<file path="config.mk">
export PLATFORM = sky130hd
export DESIGN_NAME = dcp_frame_sequencer
export DESIGN_NICKNAME = d
export VERILOG_FILES = /design/src/rtl/dcp_pkg.sv /design/src/rtl/dcp_beat_counter.sv /design/src/rtl/dcp_frame_sequencer.sv
export SDC_FILE = /design/constraint.sdc
export NUM_CORES = 1
export LEC_CHECK = 0
export ABC_AREA = 1
export ABC_CLOCK_PERIOD_IN_PS = 5300
export CAP_MARGIN = 20
export CORE_AREA = 5 5 105 107
export DETAILED_ROUTE_END_ITERATION = 8
export DIE_AREA = 0 0 110 112
export SYNTH_ARGS = -nofsm -noshare
export SYNTH_HDL_FRONTEND = slang
export SYNTH_SLANG_ARGS = --single-unit
</file>
<file path="constraint.sdc">
create_clock -name clk -period 5.3 [get_ports clk]
set_input_delay 0.53 -clock clk [delete_from_list [all_inputs] [get_ports clk]]
set_output_delay 0.53 -clock clk [all_outputs]
set_load 0.05 [all_outputs]
</file>
<file path="src/rtl/dcp_pkg.sv">
// Shared encodings and widths for the dehaze frame sequencer.
package dcp_pkg;

   localparam int unsigned CNT_W = 20;
   localparam int unsigned TO_W  = 24;

   typedef enum logic [2:0] {
      ST_IDLE,
      ST_ALE_PASS,
      ST_ALE_WAIT,
      ST_TE_PASS,
      ST_TE_DRAIN
   } state_t;

   typedef enum logic [1:0] {
      CAUSE_NONE  = 2'b00,
      CAUSE_ALE   = 2'b01,
      CAUSE_FRAME = 2'b10,
      CAUSE_ERR   = 2'b11
   } cause_t;

endpackage

</file>
<file path="src/rtl/dcp_beat_counter.sv">
// Saturating up-counter with a flag that is high while the count equals TERM.
module dcp_beat_counter
   import dcp_pkg::*;
#(
   parameter int unsigned W    = CNT_W,
   parameter int unsigned TERM = 0
) (
   input  logic i_clk,
   input  logic i_rst,
   input  logic i_clr,
   input  logic i_inc,
   output logic o_term
);

   logic [W-1:0] r_cnt;

   // clear wins over increment so a terminal beat restarts from zero
   always_ff @(posedge i_clk) begin
      if (i_rst || i_clr) begin
         r_cnt <= '0;
      end else if (i_inc && (r_cnt != '1)) begin
         r_cnt <= r_cnt + W'(1);
      end
   end

   assign o_term = (r_cnt == W'(TERM));

endmodule

</file>
<file path="src/rtl/dcp_frame_sequencer.sv">
// Sequences the ALE pass, the wait for atmospheric light, and the TE/SRSC pass of one frame.
module dcp_frame_sequencer
   import dcp_pkg::*;
#(
   parameter int unsigned IMG_W      = 512,
   parameter int unsigned IMG_H      = 512,
   parameter int unsigned OUT_PIXELS = IMG_W * IMG_H,
   parameter int unsigned TIMEOUT    = 2**20
) (
   input  logic       clk,
   input  logic       rst,
   input  logic       start,
   input  logic       abort,
   input  logic       in_valid,
   input  logic       in_last,
   input  logic       ale_done,
   input  logic       out_valid,
   output logic       ale_enable,
   output logic       te_enable,
   output logic       out_last,
   output logic       busy,
   output logic       pass,
   output logic       intr,
   output logic [1:0] intr_cause,
   output logic       frame_err
);

   state_t r_state, w_next;
   cause_t r_cause, w_cause;
   logic   r_ale_en, r_te_en, r_busy, r_pass, r_intr, r_frame_err, r_ale_latch;
   logic   w_intr, w_err_set, w_start_go;
   logic   w_in_beat, w_out_beat, w_in_term, w_out_term, w_to_term, w_out_last;

   assign w_start_go = start & ~abort & (r_state == ST_IDLE);
   assign w_in_beat  = in_valid & ((r_state == ST_ALE_PASS) || (r_state == ST_TE_PASS));
   assign w_out_beat = out_valid & ((r_state == ST_TE_PASS) || (r_state == ST_TE_DRAIN));
   assign w_out_last = out_valid & r_te_en & w_out_term & ~rst;

   dcp_beat_counter #(.W(CNT_W), .TERM(IMG_W * IMG_H - 1)) u_in_cnt (
      .i_clk (clk),
      .i_rst (rst),
      .i_clr (w_start_go | (w_in_beat & w_in_term)),
      .i_inc (w_in_beat),
      .o_term(w_in_term)
   );

   dcp_beat_counter #(.W(CNT_W), .TERM(OUT_PIXELS - 1)) u_out_cnt (
      .i_clk (clk),
      .i_rst (rst),
      .i_clr (w_start_go),
      .i_inc (w_out_beat),
      .o_term(w_out_term)
   );

   // held at zero outside ALE_WAIT, so it measures cycles since entry
   dcp_beat_counter #(.W(TO_W), .TERM(TIMEOUT - 1)) u_to_cnt (
      .i_clk (clk),
      .i_rst (rst),
      .i_clr (r_state != ST_ALE_WAIT),
      .i_inc (1'b1),
      .o_term(w_to_term)
   );

   always_comb begin
      w_next    = r_state;
      w_intr    = 1'b0;
      w_cause   = CAUSE_NONE;
      w_err_set = w_in_beat & (in_last != w_in_term);
      case (r_state)
         ST_IDLE: begin
            if (start) w_next = ST_ALE_PASS;
         end
         ST_ALE_PASS: begin
            if (w_in_beat && w_in_term) w_next = ST_ALE_WAIT;
         end
         ST_ALE_WAIT: begin
            if (w_to_term) begin
               w_next    = ST_IDLE;
               w_intr    = 1'b1;
               w_cause   = CAUSE_ERR;
               w_err_set = 1'b1;
            end else if (ale_done || r_ale_latch) begin
               w_next  = ST_TE_PASS;
               w_intr  = 1'b1;
               w_cause = CAUSE_ALE;
            end
         end
         ST_TE_PASS: begin
            if (w_out_last) begin
               w_next  = ST_IDLE;
               w_intr  = 1'b1;
               w_cause = CAUSE_FRAME;
            end else if (w_in_beat && w_in_term) begin
               w_next = ST_TE_DRAIN;
            end
         end
         ST_TE_DRAIN: begin
            if (w_out_last) begin
               w_next  = ST_IDLE;
               w_intr  = 1'b1;
               w_cause = CAUSE_FRAME;
            end
         end
         default: w_next = ST_IDLE;
      endcase
      if (abort) begin
         w_next    = ST_IDLE;
         w_intr    = 1'b0;
         w_cause   = CAUSE_NONE;
         w_err_set = 1'b0;
      end
   end

   // registered outputs are decoded from the next state to give one-cycle latency
   always_ff @(posedge clk) begin
      if (rst) begin
         r_state     <= ST_IDLE;
         r_ale_en    <= 1'b0;
         r_te_en     <= 1'b0;
         r_busy      <= 1'b0;
         r_pass      <= 1'b0;
         r_intr      <= 1'b0;
         r_cause     <= CAUSE_NONE;
         r_frame_err <= 1'b0;
         r_ale_latch <= 1'b0;
      end else begin
         r_state  <= w_next;
         r_ale_en <= (w_next == ST_ALE_PASS) || (w_next == ST_ALE_WAIT);
         r_te_en  <= (w_next == ST_TE_PASS) || (w_next == ST_TE_DRAIN);
         r_busy   <= (w_next != ST_IDLE);
         r_pass   <= (w_next == ST_TE_PASS) || (w_next == ST_TE_DRAIN);
         r_intr   <= w_intr;
         r_cause  <= w_cause;
         if (w_start_go) r_frame_err <= 1'b0;
         else if (w_err_set) r_frame_err <= 1'b1;
         if (w_start_go) r_ale_latch <= 1'b0;
         else if ((r_state != ST_IDLE) && ale_done) r_ale_latch <= 1'b1;
      end
   end

   assign ale_enable = r_ale_en;
   assign te_enable  = r_te_en;
   assign out_last   = w_out_last;
   assign busy       = r_busy;
   assign pass       = r_pass;
   assign intr       = r_intr;
   assign intr_cause = r_cause;
   assign frame_err  = r_frame_err;

endmodule

</file>
Word-level counts from Yosys, hierarchy flattened
Index checks and enable logic that the tools add are counted.
{ "op_classes": {"mux": 20, "n_reduce_logical": 18, "addsub": 3, "bitwise_logic": 12, "eq_ne": 16} }
{ "op_table": {"columns": ["operator", "count"], "rows": [
  ["$add A20 B1 Y20 const B", 2],
  ["$eq A20 B18 Y1 const B", 2],
  ["$ne A20 B20 Y1 const B", 2],
  ["$add A24 B1 Y24 const B", 1],
  ["$eq A24 B20 Y1 const B", 1],
  ["$mux W3", 8],
  ["$ne A24 B24 Y1 const B", 1],
  ["$pmux W3 S5", 1],
  ["$eq A3 B2 Y1 const B", 4],
  ["$and A1 B1 Y1", 9],
  ["$logic_or A1 B1 Y1", 8],
  ["$mux W1", 7],
  ["$eq A3 B1 Y1 const B", 2],
  ["$eq A3 B3 Y1 const B", 2],
  ["$reduce_bool A3 Y1", 2],
  ["$reduce_or A2 Y1", 3],
  ["$logic_and A1 B1 Y1", 4],
  ["$mux W2", 2],
  ["$pmux W2 S2", 1],
  ["$logic_not A3 Y1", 1],
  ["$ne A3 B2 Y1 const B", 1],
  ["$not A1 Y1", 2],
  ["$pmux W1 S2", 1],
  ["$ne A1 B1 Y1", 1],
  ["$or A1 B1 Y1", 1]
]} }
{ "totals": {"register_bits": 75, "out_inout_bits": 9, "word_cells": 80, "input_bits": 8} }

Logic depth before layout (Yosys ltp)
Gate-level depths: netlist (run 1).
{ "logic_depth": {"word_depth": 10, "ltp_mapped": 14} }

Hierarchy
From an unflattened synthesis (run 1), not the netlist that was laid out.
{ "hier_totals": {"cells_unflattened": 721, "area_unflattened_um2": 4650.7} }
{ "modules_own_cells": {"columns": ["module", "cells_per_inst", "seq_area_each_um2", "instances", "area_per_inst_um2"], "rows": [
  ["dcp_beat_counter (u_in_cnt ...)", 196, 400.4, 2, 1232.4],
  ["dcp_beat_counter (u_to_cnt)", 237, 480.5, 1, 1569.0],
  ["dcp_frame_sequencer", 92, 220.2, 1, 616.8]
]} }

Least setup slack after synthesis (run 1)
OpenSTA, ideal clock, no wires.
{ "synth_path": {"path_kind": "reg-to-output", "startpoint": "register u_out_cnt.r_cnt[0]", "endpoint": "output port out_last", "path_stages_with_launch": 8, "slack_ns": 3.386, "n_path_buf": 0, "t_arrival_ns": 1.384, "path_cell_list": "dfxtp_1 -> ha_1 -> inv_1 -> nor2_2 -> nand2_1 -> nor2_2 -> nand2_1 -> inv_1"} }
{ "synth_between": {"elab_chain_cells": 3} }
{ "synth_lines": {"columns": ["item", "line_no", "text"], "rows": [
  ["start: declaration", "dcp_beat_counter.sv:15", "logic [W-1:0] r_cnt;"],
  ["start signal: assignment", "dcp_beat_counter.sv:22", "r_cnt <= r_cnt + W'(1);"],
  ["$eq A20 B18 Y1", "dcp_beat_counter.sv:26", "assign o_term = (r_cnt == W'(TERM));"],
  ["$and A1 B1 Y1 (2 in a row)", "dcp_frame_sequencer.sv:37", "assign w_out_last = out_valid & r_te_en & w_out_term & ~rst;"],
  ["end: declaration", "dcp_frame_sequencer.sv:20", "output logic out_last,"]
]} }
Every way passes these cells.

Worst setup path in the final report (run 1)
Ends and elaborated chain as after synthesis.

==> flow_metrics.py, run 1 <==
metrics = {
    "logic_synthesis": {
        "synth_mux_area_share_pct": 0,
        "yosys.area_share.adder_pct": 0.863,
        "synth_compound_area_share_pct": 12.0,
        "synth.avg_cell_area_um2": 6.92,
        "ys_types": 45,
        "postSynth.asyncResetShare_pct": 0,
        "seq_area_frac_synth_pct": 34.5,
        "synth_cells": 629,
        "ys.warnings.count": 0,
        "synth-edff-count": 0,
        "synth_ff_type": "dfxtp_1",
        "synth_seq_cells": 75,
        "syn_nets": 640,
        "yosys.area_share.simple_pct": 37.9,
        "netlist_area_um2": 4350,
        "synthXorXnorAreaFrac_pct": 4.43,
        "synth_top_family_by_area": "simple AND/OR/NAND/NOR gates",
    },
    "worst_setup_path": {
        "crit_type": "flip-flop to primary output",
        "r2r_slack_ns": 3.12,
        "cp_max_fo": 3,
        "required_ns": 4.77,
        "r2r_end": "u_in_cnt.r_cnt[1]$_SDFFE_PP0P_",
        "r2r-start": "u_in_cnt.r_cnt[0]$_SDFFE_PP0P_",
        "r2r_cells": 10,
        "crit_arrival_ns": 2.51,
        "cp_slowest_cell": "clkdlybuf4s50_1",
        "cp-end-kind": "primary output",
        "cpPeakStageDelay_ns": 0.81,
        "crit_path_start_kind": "flip-flop",
        "crit_chain": "ha_1 -> inv_1 -> nor2_2 -> nand2_1 -> nor2_2 -> nand2_1 -> inv_1 -> clkdlybuf4s50_1",
    },
    "placed_design": {
        "place_congestion": 0.910,
        "pre_cts_ws_ns": 2.30,
        "placed_area_um2": 4620,
        "dp_hpwl_um": 7360,
        "port_buffers": 16,
    },
    "sta": {
        "finalCritPeriodShare_pct": 57.3,
        "slew_headroom_pct": 65.5,
        "finalSetupViolCount": 0,
        "fin_ws_ns": 2.26,
        "drv_slew": 0,
        "min_period_ns": 3.04,
        "report.final.hold_viol_count": 0,
        "worst_slew_pin_slew_ns": 0.514,
        "fin_setup_tns_ns": 0,
        "max_freq_mhz": 329,
        "fin_worst_skew_ns": 0.00587,
        "rsz0062_at_grt": "no",
    },
    "drt": {
        "routedWlPerCell_um": 12.2,
        "drt-total-wl_um": 9620,
        "vias": 3887,
        "drcViolationCount": 0,
        "viasPerCell": 4.93,
        "dr.first_iter.drc_count": 238,
        "dr.pass1.iters": 6,
        "antenna_left": 0,
    },
    "worst_hold_path": {
        "worstHoldStart": "r_ale_latch$_SDFFE_PP0P_",
        "hold_class": "flip-flop to flip-flop",
        "hold_depth": 2,
        "min_to": "r_ale_latch$_SDFFE_PP0P_",
    },
    "pwr": {
        "p_per_area_nw_per_um2": 222,
        "total_power_mw": 1.07,
        "max-vdd-ir-drop_v": 0.000115,
        "p_leak_nw": 1.88,
    },
    "die": {
        "die_w_um": 110,
        "core_area_um2": 10000,
        "dieArea_um2": 12300,
        "row_count": 37,
        "die_height_um": 112,
        "num_io_pins": 17,
        "start_util_pct": 43.3,
    },
    "clock_tree": {
        "hold_buffers": 0,
        "post-cts-setup-buffers": 0,
        "cts_buffer_depth": 2,
        "htreeDepth": 3,
        "cts_tree": "built",
        "numCtsBuffers": 9,
        "insertion_delay_ns": 0.36,
        "cts.sinks": 75,
        "root_buffer": "clkbuf_8",
        "post_cts_resized": 0,
        "clkTransAtPathRegs_ns": 0.08,
    },
    "global_routing": {
        "grt_pass1_vias": 3689,
        "grt_pass1_wl_um": 16800,
        "overflow": 0,
        "antenna_found_initial": 0,
        "grt_max_degree": 19,
        "grt_util_all_layers_pct": 16.9,
    },
    "finish": {
        "design_area_um2": 4830,
        "finalCoreUtilization_pct": 48.1,
        "nFillCells": 1057,
        "final_nets": 659,
        "n_antenna_cell": 0,
        "regArea_um2": 1500,
        "synthToLayoutAreaGrowth_pct": 11.0,
        "drive_above_1_share_pct": 12.9,
        "multi_input_area_um2": 2400,
    },
    "job": {
        "cap_violations": 0,
    },
    "run_status": {
        "status": "completed",
    },
}
logic make-up after synthesis:
logic type	Yosys count
simple gates	331
buf+inv	109
flops	75
xor+xnor	22
fa+ha+maj	3
compound gates	89
cells in the mapped netlist, types with 5 or more instances:
cell,instances,area share (%)
a21oi_1,33,3.8
a21oi_2,14,2.8
a31oi_1,5,0.72
dfxtp_1,75,35
inv_1,91,7.9
inv_2,8,0.69
nand2_1,143,12
nand2_2,10,1.4
nand2_4,7,1.8
nand3_1,38,4.4
nand4_1,15,2.2
nor2_1,58,5.0
nor2_2,7,1.0
nor2_4,7,1.8
nor3_1,20,2.3
nor3_2,5,1.2
o21ai_0,27,3.1
xnor2_1,8,1.6
xor2_1,14,2.8
cells in the final DEF (no fill, tap or decap), types with 3 or more instances in the layout:
cell type,count
inv_2,8
o21ai_1,4
nand3_1,38
nand2_1,143
ha_1,3
nor3_2,5
a31oi_1,5
o21a_1,4
nand4_1,15
xor2_1,14
nand2_2,10
nor2_2,7
nand2_4,7
o21ai_0,27
nor2_1,58
nor4_1,4
clkdlybuf4s50_1,16
nor2_4,7
dfxtp_1,75
a21oi_2,14
inv_1,91
a21oi_1,33
nor3_1,20
xnor2_1,8
clkbuf_8,12
worst max path at each step:
| stage | startpoint | endpoint | slack, ns | cells after the start |
|---|---|---|---|---|
| after floorplan | u_out_cnt.r_cnt[0]$_SDFFE_PP0P_ | out_last | 3.39 | 7 |
| after global placement | rst | out_last | 2.34 | 7 |
| after detailed placement | rst | out_last | 2.30 | 7 |
| after CTS | u_out_cnt.r_cnt[0]$_SDFFE_PP0P_ | out_last | 2.24 | 8 |
| after global routing | u_out_cnt.r_cnt[0]$_SDFFE_PP0P_ | out_last | 2.11 | 8 |
| final | u_out_cnt.r_cnt[0]$_SDFFE_PP0P_ | out_last | 2.26 | 8 |
critical path: cells and delay by family (launching register included):
family | cells | cell delay, ns
DFF | 1 | 0.36
adders and majority gates | 1 | 0.20
buffers and inverters | 3 | 0.99
and+or+nand+nor | 4 | 0.59
flip-flops by register name, indices dropped and copies added, names as in the netlist, 2 cells and up:
| name | flops |
|---|---|
| u_to_cnt.r_cnt | 24 |
| u_out_cnt.r_cnt | 20 |
| u_in_cnt.r_cnt | 20 |
| intr_cause | 2 |
| r_state | 3 |
cell type report:
| class | count | share of cell area [%] |
|---|---|---|
| Tap cell | 136 | 3.52 |
| Inverter | 101 | 7.95 |
| Clock inverter | 4 | 0.984 |
| Multi-Input combinational cell | 445 | 49.7 |
| Sequential cell | 75 | 31.1 |
| Timing Repair Buffer | 16 | 3.32 |
| Clock buffer | 12 | 3.42 |
power by group:
part / switching [mW] / leakage, nW / internal, mW
registers: 0.00134 / 0.604 / 0.565
logic: 0.0262 / 1.17 / 0.0120
clock network: 0.213 / 0.108 / 0.254
routing by layer:
layer | GRT usage [%] | up-vias | share of wire (%)
met3 | 3.77 | 14 | 4.5
met5 | 0 | - | 0
li1 | - | 2045 | -
met2 | 24.2 | 68 | 41
met4 | 5.74 | 0 | 1.5
met1 | 24.7 | 1760 | 53
per-stage QoR:
stage                     hold WS, ns  std cells
after CTS                       0.456        789
after floorplan                 0.426        629
final                           0.456        789
after global routing            0.491        789
after global placement          0.433        773
after detailed placement        0.446        773
Power figures use the tool's default switching activity.
==> run 2: changes to the inputs <==
--- a/config.mk
+++ b/config.mk
@@ -6,7 +6,7 @@
 export NUM_CORES = 1
 export LEC_CHECK = 0
 export ABC_AREA = 1
-export ABC_CLOCK_PERIOD_IN_PS = 5300
+export ABC_CLOCK_PERIOD_IN_PS = 2900
 export CAP_MARGIN = 20
 export CORE_AREA = 5 5 105 107
 export DETAILED_ROUTE_END_ITERATION = 8
==> constraint.sdc (replaced) <==
create_clock -name clk -period 2.9 [get_ports clk]
set_input_delay 0.29 -clock clk [delete_from_list [all_inputs] [get_ports clk]]
set_output_delay 0.29 -clock clk [all_outputs]
set_load 0.05 [all_outputs]
==> run 2 against run 1 <==
- register-to-register slack worse by 2.3 ns
- utilization up 0.59 points
- sequential cell count unchanged
- final cell count unchanged
- sequential share of layout area down 0.37 points
- design area up 1.2%
- clock power up 140%
- worst hold slack better by 0.018 ns
- count of clock-buffer cells in the layout down 2
- critical path depth unchanged
- clock skew up 0.0018 ns
- worst setup slack worse by 1.6 ns
- largest cell class unchanged
==> flow_metrics.py, run 2 (same netlist as run 1, synthesis figures left out) <==
metrics = {
    "worst_setup_path": {
        "crit_chain": "ha_1 -> inv_1 -> nor2_2 -> nand2_1 -> nor2_2 -> nand2_1 -> inv_1 -> buf_4",
        "crit_type": "flip-flop to primary output",
        "crit_buf_inv": 3,
        "cp_max_fo": 3,
        "cp-end-kind": "primary output",
        "crit_path_start_kind": "flip-flop",
        "cpPeakStageDelay_ns": 0.36,
        "cp_slowest_cell": "dfxtp_1",
        "required_ns": 2.61,
        "crit_arrival_ns": 1.92,
        "crit_family": "simple AND/OR/NAND/NOR gates",
    },
    "finish": {
        "final_nets": 659,
        "final_cell_mix": "nand2_1 (143), inv_1 (91), dfxtp_1 (75)",
        "drive_above_1_share_pct": 13.0,
        "finalCoreUtilization_pct": 48.7,
        "layout_commonest_cell": "nand2_1",
        "synthToLayoutAreaGrowth_pct": 12.4,
        "design_area_um2": 4890,
        "largest_register_ffs": 24,
        "n_antenna_cell": 0,
        "regMostFlops": "u_to_cnt.r_cnt",
        "largest_registers": "u_to_cnt.r_cnt: 24 flops, u_in_cnt.r_cnt: 20 flops, u_out_cnt.r_cnt: 20 flops",
    },
    "clock_tree": {
        "root_buffer": "clkbuf_8",
        "cts_tree": "built",
        "cts.sinks": 75,
        "htreeDepth": 3,
        "hold_buffers": 0,
        "clkTransAtPathRegs_ns": 0.08,
        "insertion_delay_ns": 0.36,
        "post-cts-setup-buffers": 0,
        "numCtsBuffers": 9,
        "post_cts_resized": 0,
        "cts_buffer_depth": 2,
    },
    "die": {
        "die_w_um": 110,
        "dieArea_um2": 12300,
        "num_io_pins": 17,
        "die_height_um": 112,
        "start_util_pct": 43.3,
        "core_area_um2": 10000,
        "row_count": 37,
    },
    "global_routing": {
        "grt_pass1_vias": 3528,
        "overflow": 0,
        "grt_util_all_layers_pct": 16.5,
        "grt_pass1_wl_um": 16300,
        "grt_max_degree": 19,
        "antenna_found_initial": 0,
    },
    "pwr": {
        "swShare_pct": 21.0,
        "clockPowerShare_pct": 49.8,
        "comb_power_share_pct": 3.2,
        "p_leak_nw": 1.91,
        "p_switching_mw": 0.463,
        "p_per_area_nw_per_um2": 450,
        "max-vdd-ir-drop_v": 0.000277,
        "seqPwrFrac_pct": 47.0,
        "total_power_mw": 2.20,
        "p_int_mw": 1.74,
    },
    "placed_design": {
        "dp_hpwl_um": 7230,
        "pre_cts_ws_ns": 0.569,
        "place_congestion": 0.899,
        "placed_area_um2": 4610,
        "port_buffers": 16,
    },
    "drt": {
        "dr.first_iter.drc_count": 238,
        "routedWlPerCell_um": 12.2,
        "drt-total-wl_um": 9620,
        "antenna_left": 0,
        "dr.pass1.iters": 4,
        "viasPerCell": 4.92,
        "drcViolationCount": 0,
        "vias": 3883,
    },
    "sta": {
        "fin_ws_ns": 0.687,
        "max_freq_mhz": 452,
        "finalSetupViolCount": 0,
        "fin_setup_tns_ns": 0,
        "slew_headroom_pct": 64.9,
        "fin_worst_skew_ns": 0.00763,
        "report.final.hold_viol_count": 0,
        "drv_slew": 0,
        "min_period_ns": 2.21,
        "worst_slew_pin_slew_ns": 0.525,
        "finalCritPeriodShare_pct": 76.3,
        "rsz0062_at_grt": "no",
    },
    "worst_hold_path": {
        "hold_class": "flip-flop to flip-flop",
    },
    "run_status": {
        "status": "completed",
    },
    "job": {
        "cap_violations": 0,
    },
}
[run 2: cell count changes in the layout (fill, tap and decap cells not counted)]
cell	change
bufinv_16	+3
clkbuf_8	-2
clkinv_2	-2
buf_4	+1
clkdlybuf4s50_1	-1
clkinv_4	+1
[run 2: area by class of cell]
type	count	area [um2]
Inverter	101	384
Tap cell	136	170
Fill cell	1026	5160
Timing Repair Buffer	16	158
Clock buffer	10	138
Clock inverter	6	136
Sequential cell	75	1500
Multi-Input combinational cell	445	2400
[run 2: worst paths after layout]
path | slack (ns) | startpoint | end | cells past startpoint
hold / removal | 0.47 | r_ale_latch$_SDFFE_PP0P_ | r_ale_latch$_SDFFE_PP0P_ | 2
setup / recovery | 0.69 | u_out_cnt.r_cnt[0]$_SDFFE_PP0P_ | out_last | 8
hold reg to reg | 0.47 | r_ale_latch$_SDFFE_PP0P_ | r_ale_latch$_SDFFE_PP0P_ | 2
setup reg to reg | 0.80 | u_in_cnt.r_cnt[0]$_SDFFE_PP0P_ | u_in_cnt.r_cnt[1]$_SDFFE_PP0P_ | 10
[run 2: power by group through the flow]
stage                     clock (mW)  sequential [mW]  combinational [mW]
after floorplan                    0             1.06              0.0420
after global placement             0             1.06              0.0686
final                           1.10             1.03              0.0695
after global routing            1.17             1.04              0.0774
after detailed placement           0             1.06              0.0695
after CTS                       1.12             1.03              0.0697
[run 2: per-stage QoR]
| step | std cells | hold slack [ns] |
|---|---|---|
| floorplan | 629 | 0.359 |
| global placement | 773 | 0.447 |
| detailed placement | 773 | 0.461 |
| CTS | 789 | 0.473 |
| global route | 789 | 0.509 |
| finish | 789 | 0.474 |
[run 2: worst reg2reg max path, stage by stage, from the launching register on]
cell and delay (ns):
dfxtp_1 0.42, ha_1 0.26, inv_1 0.08, nor2_2 0.21, nand2_4 0.09, nor2_8 0.17
nand3_4 0.12, nand2_2 0.41, inv_2 0.09, o21ai_0 0.09, a21oi_1 0.06
[run 2: metal layers]
layer	GRT usage, %	wire, um
met5	0	0
met1	24.6	5160
met2	23.1	3870
met3	3.65	423
met4	5.99	162
==> run 3: changes to the inputs <==
--- a/config.mk
+++ b/config.mk
@@ -6,7 +6,7 @@
 export NUM_CORES = 1
 export LEC_CHECK = 0
 export ABC_AREA = 1
-export ABC_CLOCK_PERIOD_IN_PS = 2900
+export ABC_CLOCK_PERIOD_IN_PS = 2100
 export CAP_MARGIN = 20
 export CORE_AREA = 5 5 105 107
 export DETAILED_ROUTE_END_ITERATION = 8
==> constraint.sdc (replaced) <==
create_clock -name clk -period 2.1 [get_ports clk]
set_input_delay 0.21 -clock clk [delete_from_list [all_inputs] [get_ports clk]]
set_output_delay 0.21 -clock clk [all_outputs]
set_load 0.05 [all_outputs]
==> run 3 against run 2 <==
- critical path depth is the same
- utilization hardly changed
- global-route usage up 0.35 points
- clock skew grew 0.0030 ns
- worst setup slack worse by 0.57 ns
- worst hold slack worse by 0.0071 ns
- via count up 1.5%
- final cell count increased by 0.89%
- count of clock-buffer cells in the layout increased by 1
- critical path type unchanged
==> flow_metrics.py, run 3 (same netlist as run 1, synthesis figures left out) <==
metrics = {
    "run_status": {
        "status": "completed",
    },
    "clock_tree": {
        "cts_tree": "built",
        "insertion_delay_ns": 0.35,
        "hold_buffers": 0,
        "post_cts_resized": 0,
        "cts_buffer_depth": 2,
        "cts.sinks": 75,
        "root_buffer": "clkbuf_8",
        "htreeDepth": 3,
        "post-cts-setup-buffers": 0,
        "clkTransAtPathRegs_ns": 0.08,
        "numCtsBuffers": 9,
    },
    "worst_hold_path": {
        "worstHoldStart": "r_ale_latch$_SDFFE_PP0P_",
        "hold_class": "flip-flop to flip-flop",
        "hold_depth": 2,
        "min_to": "r_ale_latch$_SDFFE_PP0P_",
    },
    "worst_setup_path": {
        "crit_top_cell": "nand2_1",
        "cpPeakStageDelay_ns": 0.37,
        "cp-end-kind": "primary output",
        "crit_family": "simple AND/OR/NAND/NOR gates",
        "crit_chain": "ha_2 -> inv_1 -> nor2_2 -> nand2_1 -> nor2_4 -> nand2_1 -> inv_2 -> buf_12",
        "crit_buf_inv": 3,
        "r2r_cells": 10,
        "cp_max_fo": 3,
        "r2r_end": "u_in_cnt.r_cnt[1]$_SDFFE_PP0P_",
        "required_ns": 1.89,
        "crit_arrival_ns": 1.77,
        "cp_slowest_cell": "dfxtp_1",
        "r2r-start": "u_in_cnt.r_cnt[1]$_SDFFE_PP0P_",
        "r2r_slack_ns": 0.24,
        "crit_path_start_kind": "flip-flop",
        "crit_type": "flip-flop to primary output",
    },
    "pwr": {
        "p_switching_mw": 0.580,
        "p_leak_nw": 1.91,
        "clockPowerShare_pct": 39.0,
        "p_int_mw": 1.94,
        "p_per_area_nw_per_um2": 516,
        "seqPwrFrac_pct": 56.7,
        "max-vdd-ir-drop_v": 0.000255,
        "comb_power_share_pct": 4.3,
        "total_power_mw": 2.52,
        "swShare_pct": 23.0,
    },
    "finish": {
        "nFillCells": 1040,
        "largest_registers": "u_to_cnt.r_cnt: 24 flops, u_in_cnt.r_cnt: 20 flops, u_out_cnt.r_cnt: 20 flops",
        "multi_input_area_um2": 2410,
        "regMostFlops": "u_to_cnt.r_cnt",
        "regArea_um2": 1500,
        "drive_above_1_share_pct": 14.5,
        "largest_register_ffs": 24,
        "n_antenna_cell": 0,
        "final_nets": 668,
        "layout_commonest_cell": "nand2_1",
        "final_cell_mix": "nand2_1 (143), inv_1 (90), dfxtp_1 (73)",
        "synthToLayoutAreaGrowth_pct": 12.3,
    },
    "sta": {
        "fin_setup_tns_ns": 0,
        "fin_worst_skew_ns": 0.0106,
        "drv_slew": 0,
        "rsz0062_at_grt": "no",
        "report.final.hold_viol_count": 0,
        "min_period_ns": 1.98,
        "fin_worst_hold_slack_ns": 0.467,
        "finalSetupViolCount": 0,
        "worst_slew_pin_slew_ns": 0.544,
        "slew_headroom_pct": 63.5,
        "finalCritPeriodShare_pct": 94.5,
        "max_freq_mhz": 504,
    },
    "die": {
        "start_util_pct": 43.3,
        "die_height_um": 112,
        "num_io_pins": 17,
        "row_count": 37,
        "dieArea_um2": 12300,
        "die_w_um": 110,
        "core_area_um2": 10000,
    },
    "drt": {
        "drt-total-wl_um": 9830,
        "vias": 3943,
        "dr.first_iter.drc_count": 284,
        "dr.pass1.iters": 5,
        "drcViolationCount": 0,
        "viasPerCell": 4.95,
        "antenna_left": 0,
        "routedWlPerCell_um": 12.3,
    },
    "global_routing": {
        "grt_util_all_layers_pct": 16.9,
        "grt_pass1_wl_um": 16800,
        "overflow": 0,
        "antenna_found_initial": 0,
        "grt_max_degree": 17,
        "grt_pass1_vias": 3652,
    },
    "placed_design": {
        "dp_hpwl_um": 7450,
        "port_buffers": 16,
        "place_congestion": 0.965,
    },
    "job": {
        "cap_violations": 0,
    },
}
## run 3: cell count changes in the layout (fill, tap and decap cells not counted), moves of 2 or more
cell | before | now
dfxtp_1 | 75 | 73
buf_4 | 1 | 8
dfxtp_2 | 0 | 2
buf_12 | 0 | 2
bufinv_16 | 4 | 0
clkinv_2 | 0 | 3
## run 3: area by class of cell
type / instances / area share (%)
Inverter: 101 / 7.87
Timing Repair Buffer: 25 / 5.12
Tap cell: 136 / 3.48
Multi-Input combinational cell: 445 / 49.3
Clock buffer: 11 / 3.10
Clock inverter: 3 / 0.307
Sequential cell: 75 / 30.8
## run 3: how the worst max path moves through the flow
stage	end	start	cells after the start
after floorplan	intr$_SDFF_PP0_	u_out_cnt.r_cnt[0]$_SDFFE_PP0P_	9
after global routing	out_last	u_out_cnt.r_cnt[1]$_SDFFE_PP0P_	8
after detailed placement	u_in_cnt.r_cnt[4]$_SDFFE_PP0P_	in_valid	8
after global placement	intr_cause[1]$_SDFF_PP0_	rst	9
final	out_last	u_out_cnt.r_cnt[1]$_SDFFE_PP0P_	8
after CTS	out_last	u_out_cnt.r_cnt[1]$_SDFFE_PP0P_	8
## run 3: power groups by stage
stage                     clock, mW  combinational [mW]  sequential (mW)
after CTS                      1.02               0.109             1.43
after global routing           1.09               0.119             1.43
final                         0.983               0.108             1.43
after detailed placement          0               0.108             1.46
after global placement            0               0.107             1.46
after floorplan                   0              0.0580             1.47
## run 3: through the flow
stage / utilization, % / cells / worst slack [ns] / area (um2)
after floorplan: - / 629 / 0.425 / 4350
after global placement: 46.9 / 782 / 0.271 / 4710
after detailed placement: 46.9 / 782 / 0.235 / 4710
after CTS: 48.5 / 796 / 0.0155 / 4870
after global routing: 48.6 / 796 / 0.000109 / 4880
final: 48.6 / 796 / 0.115 / 4880
## run 3: routing by layer
layer / up-vias / global-route usage (%) / share of wire (%)
met5: - / 0 / 0
met4: 0 / 7.23 / 1.9
met3: 15 / 3.13 / 4.4
met2: 71 / 23.5 / 41
met1: 1793 / 25.0 / 52
li1: 2064 / - / -
## run 3: tightest hold or removal path: cells and delay by family (launching register included)
family                 cells  cell delay [ns]
buffers and inverters      1             0.05
AO/OA/AOI/OAI              1             0.06
flip-flops                 1             0.31
